==> src/rtl/gate_sweep_checker_timer.sv <==
// gsc_settle_timer
//   4-bit loadable down-counter with a zero flag. Decrement stops at zero.
//   clk, rst_n   : clock, async active-low reset
//   i_load       : load i_load_val (wins over i_dec)
//   i_load_val   : value to load
//   i_dec        : decrement by one when not already zero
//   o_zero       : count == 0
module gsc_settle_timer (
  input  logic       clk,
  input  logic       rst_n,
  input  logic       i_load,
  input  logic [3:0] i_load_val,
  input  logic       i_dec,
  output logic       o_zero
);

  logic [3:0] r_count;

  always_ff @(posedge clk or negedge rst_n) begin
    if (!rst_n) begin
      r_count <= 4'd0;
    end else if (i_load) begin
      r_count <= i_load_val;
    end else if (i_dec && (r_count != 4'd0)) begin
      r_count <= r_count - 4'd1;
    end
  end

  assign o_zero = (r_count == 4'd0);

endmodule

==> config.mk <==
export PLATFORM = sky130hd
export DESIGN_NAME = gsc_settle_timer
export DESIGN_NICKNAME = d
export VERILOG_FILES = /design/src/rtl/gate_sweep_checker_timer.sv
export SDC_FILE = /design/constraint.sdc
export NUM_CORES = 1
export LEC_CHECK = 0
export ABC_AREA = 1
export CORE_AREA = 4 4 41 43
export DETAILED_ROUTE_END_ITERATION = 8
export DIE_AREA = 0 0 45 47
export PLACE_DENSITY_LB_ADDON = 0.15
export SETUP_SLACK_MARGIN = 0.1
export SLEW_MARGIN = 10
export SYNTH_ARGS = -nofsm -noshare
export SYNTH_HDL_FRONTEND = slang
export SYNTH_SLANG_ARGS = --single-unit
export TNS_END_PERCENT = 20
==> constraint.sdc <==
create_clock -name clk -period 1.45 [get_ports clk]
set_clock_uncertainty 0.15 [all_clocks]
set_input_delay 0.3625 -clock clk [delete_from_list [all_inputs] [get_ports clk]]
set_output_delay 0.3625 -clock clk [all_outputs]
set_load 0.05 [all_outputs]
Yosys cells after proc, flatten, opt, wreduce, memory -nomap -nowiden
Cells that the tools add are included.
{"block": "totals", "reg_bits": 4, "wordCells": 8}
{"block": "classes", "addsub": 1, "n_mux": 2, "n_reduce_logical": 4}
{"op": "4-bit two-way mux", "count": 2}
{"op": "4-bit zero test", "count": 1}
{"op": "4-bit nonzero test", "count": 1}
{"op": "4-bit by 1-bit subtractor with 4-bit output, second input constant", "count": 1}
{"op": "2-bit nonzero test", "count": 1}
{"op": "1-bit logical AND", "count": 1}

Logic depth before layout (Yosys ltp)
{"block": "depth", "depth_word": 4, "depth_mapped": 9, "ltp_nobuf": 9}

Worst setup path after synthesis
Ideal clock, no wire load.
{"block": "synth_path", "path_type": "flip-flop to output port", "startpoint": "register r_count[0]", "endpoint": "output o_zero", "arrival_ps": 1035, "required_time_ps": 938, "path_slack_ps": -98, "stages_incl_launch_ff": 5, "cell_sequence": "dfrtp_1 -> inv_1 -> ha_1 -> nand2_2 -> inv_1"}
{"block": "synth_between", "elab_chain_len": 1}
{"element": "start: declaration", "line_no": "17", "source": "logic [3:0] r_count;"}
{"element": "start signal: assignment", "line_no": "23", "source": "r_count <= i_load_val;"}
{"element": "start signal: assignment", "line_no": "25", "source": "r_count <= r_count - 4'd1;"}
{"element": "4-bit zero test", "line_no": "29", "source": "assign o_zero = (r_count == 4'd0);"}
{"element": "end: declaration", "line_no": "14", "source": "output logic o_zero"}
No other way between the ends.

Worst setup path after layout
Same ends and word-level chain as after synthesis.

==> results.yml <==
grt:
  globalRouteTotalUtil_pct: 7.38
  grt_pass1_wl_mm: 1.06
  grt_max_degree: 7
  grt-busiest-layer: "met2"
  met2_usage_pct: 12.1
  grt.met3_usage_pct: 1.15
  antenna_found_initial: 0
  grt_remaining_overflow: 0
  use_met1_pct: 7.37
  grt_pass1_vias: 289
pwr:
  ir_worst_vdd_uv: 529
  p_per_area_mw_per_mm2: 1120
  total_power_uw: 608
  power.leakage_uw: 0.000279
placement:
  dp_hpwl_um: 508
  io_buffers: 8
  routabilityCongestion: 0.766
  postPlaceCellArea_um2: 455
  dp_cells: 73
worst_setup_path:
  cp-end-kind: "output port"
  crit_arrival_ns: 1.11
  crit_chain: "inv_2, ha_4, nand2_4, clkinvlp_4, buf_12"
  cp.depth: 5
  worstPathRequired_ns: 0.94
  cpPeakStageDelay_ns: 0.36
  startpoint_type: "register"
  critPathBufInv: 3
  path_class: "reg -> out"
  worst-path-max-fanout: 2
  r2r_cells: 9
  critical_path.top_delay_family: "flip-flops"
  crit_path_top_delay_cell: "dfrtp_1"
synthesis:
  ys_ff_latch: 4
  ys_seq_area_share_pct: 33.9
  syn_avg_cell_area_um2: 6.42
  synth_area_um2: 295
  synth.net_count: 55
  synthDistinctLibCells: 13
  syn_inst: 46
  yosys_warnings: 0
final_layout:
  regMostFlops: "r_count"
  finalInstanceArea_um2: 543
  reg.largest.list: "r_count x4"
  largest_register_ffs: 4
  num-fill-cells: 135
  final_cells: 82
  area_growth_pct: 83.9
  final_layout_size_suffix_gt1_share_pct: 35.8
  antenna_cells: 0
  final_nets: 78
sta:
  max-slew-margin-rel_pct: 85.3
  period_share_pct: 112
  setup_slack_ns: -0.172
  setup-violations-final: 1
  fmax_mhz: 617
  period_minus_slack_ns: 1.62
  slew_viol_final: 0
  holdWs_ns: 0.176
  finalHoldViolCount: 0
  tightest_slew_ns: 0.220
  rsz0062_at_grt: "true"
cts:
  clk_latency_ns: 0.23
  cts_inserted_buffers: 3
  cts.sinks: 4
  clockBufferDepth: 2
  cts_tree: "yes"
  cts-root-buf: "clkbuf_4"
  clk_pin_slew_ns: 0.04
  htree_num_levels: 1
floorplanning:
  coreArea_mm2: 0.00130
  dieHeight_um: 47
  io-pin-count: 9
  dieWidth_um: 45
  start_util_pct: 22.7
  rows: 13
  dieArea_mm2: 0.00212
routing:
  drc: 0
  routedWlPerCell_um: 8.46
  ant_nets: 0
  drt_iter0_drc: 6
  routed_via_density: 4.00
  wl_um: 694
  vias: 328
  dr.pass1.iters: 4
run_status:
  violations: "negative setup slack"
  status: "finished with violations"
min_path:
  hp-class: "in -> async"
run:
  maxCapViolations: 0
==> cells in the mapped netlist, drive strengths merged <==
master,n,share of area [%]
nand3,3,5.1
nand3b,2,5.1
o21ai,2,3.4
dfrtp,4,34
nor2,3,4.7
inv,6,7.6
ha,1,4.2
clkinv,1,1.3
nand2,24,35
==> placed cells by master, fill, tap and decap left out, drive strengths merged <==
| cell type | netlist | layout |
|---|---|---|
| buf | 0 | 11 |
| clkbuf | 0 | 3 |
| clkdlybuf4s50 | 0 | 7 |
| clkinv | 1 | 1 |
| clkinvlp | 0 | 1 |
| dfrtp | 4 | 4 |
| ha | 1 | 1 |
| inv | 6 | 5 |
| nand2 | 24 | 24 |
| nand3 | 3 | 3 |
| nand3b | 2 | 2 |
| nor2 | 3 | 3 |
| o21ai | 2 | 2 |
==> kinds of logic (layout without fill, tap and decap cells) <==
| logic type | count (synthesis) | in the layout | synth area share, % |
|---|---|---|---|
| fa+ha+maj | 1 | 1 | 4.24 |
| simple gates | 32 | 32 | 49.6 |
| buf+inv | 7 | 28 | 8.90 |
| compound gates | 2 | 2 | 3.39 |
| flops | 4 | 4 | 33.9 |
==> metal layers <==
layer	vias up	share of wire [%]
met5	-	0
met4	0	0
met3	0	2.4
met2	6	52
met1	141	45
li1	181	-
==> through the flow <==
| stage | worst slack [ns] | utilization [%] | setup TNS, ns |
|---|---|---|---|
| after floorplan | 0.0653 | - | 0 |
| after global placement | -0.0823 | 35.0 | -0.195 |
| after detailed placement | -0.0646 | 35.0 | -0.149 |
| after CTS | -0.181 | 39.4 | -0.181 |
| after global routing | -0.207 | 41.7 | -0.254 |
| final | -0.172 | 41.7 | -0.172 |
==> worst paths after layout <==
| kind | slack (ns) | endpoint | startpoint |
|---|---|---|---|
| setup / recovery | -0.17 | o_zero | r_count[0] |
| min in group clk | 0.48 | r_count[1] | r_count[1] |
| hold / removal | 0.18 | r_count[3] | rst_n |
| hold reg to reg | 0.48 | r_count[1] | r_count[1] |
| max in group asynchronous | 0.82 | r_count[1] | rst_n |
| setup reg to reg | 0.05 | r_count[2] | r_count[0] |
==> area by class of cell <==
cell class / count / area (µm²) / area share (%)
Inverter: 7 / 30.0 / 5.53
Multi-Input combinational cell: 35 / 203 / 37.3
Timing Repair Buffer: 18 / 169 / 31.1
Sequential cell: 4 / 100 / 18.4
Tap cell: 15 / 18.8 / 3.46
Clock buffer: 3 / 22.5 / 4.15
==> what timing repair did <==
action,CTS,global route
hold buffers,0,0
gates resized for setup,1,3
pin swaps,6,3
setup endpoints to repair,3,5
setup buffers,4,2
==> where the power goes <==
part           internal [µW]  switching [µW]
Sequential               135            17.9
Combinational            171             148
Clock                   92.4            43.5
Power figures use the tool's default switching activity.
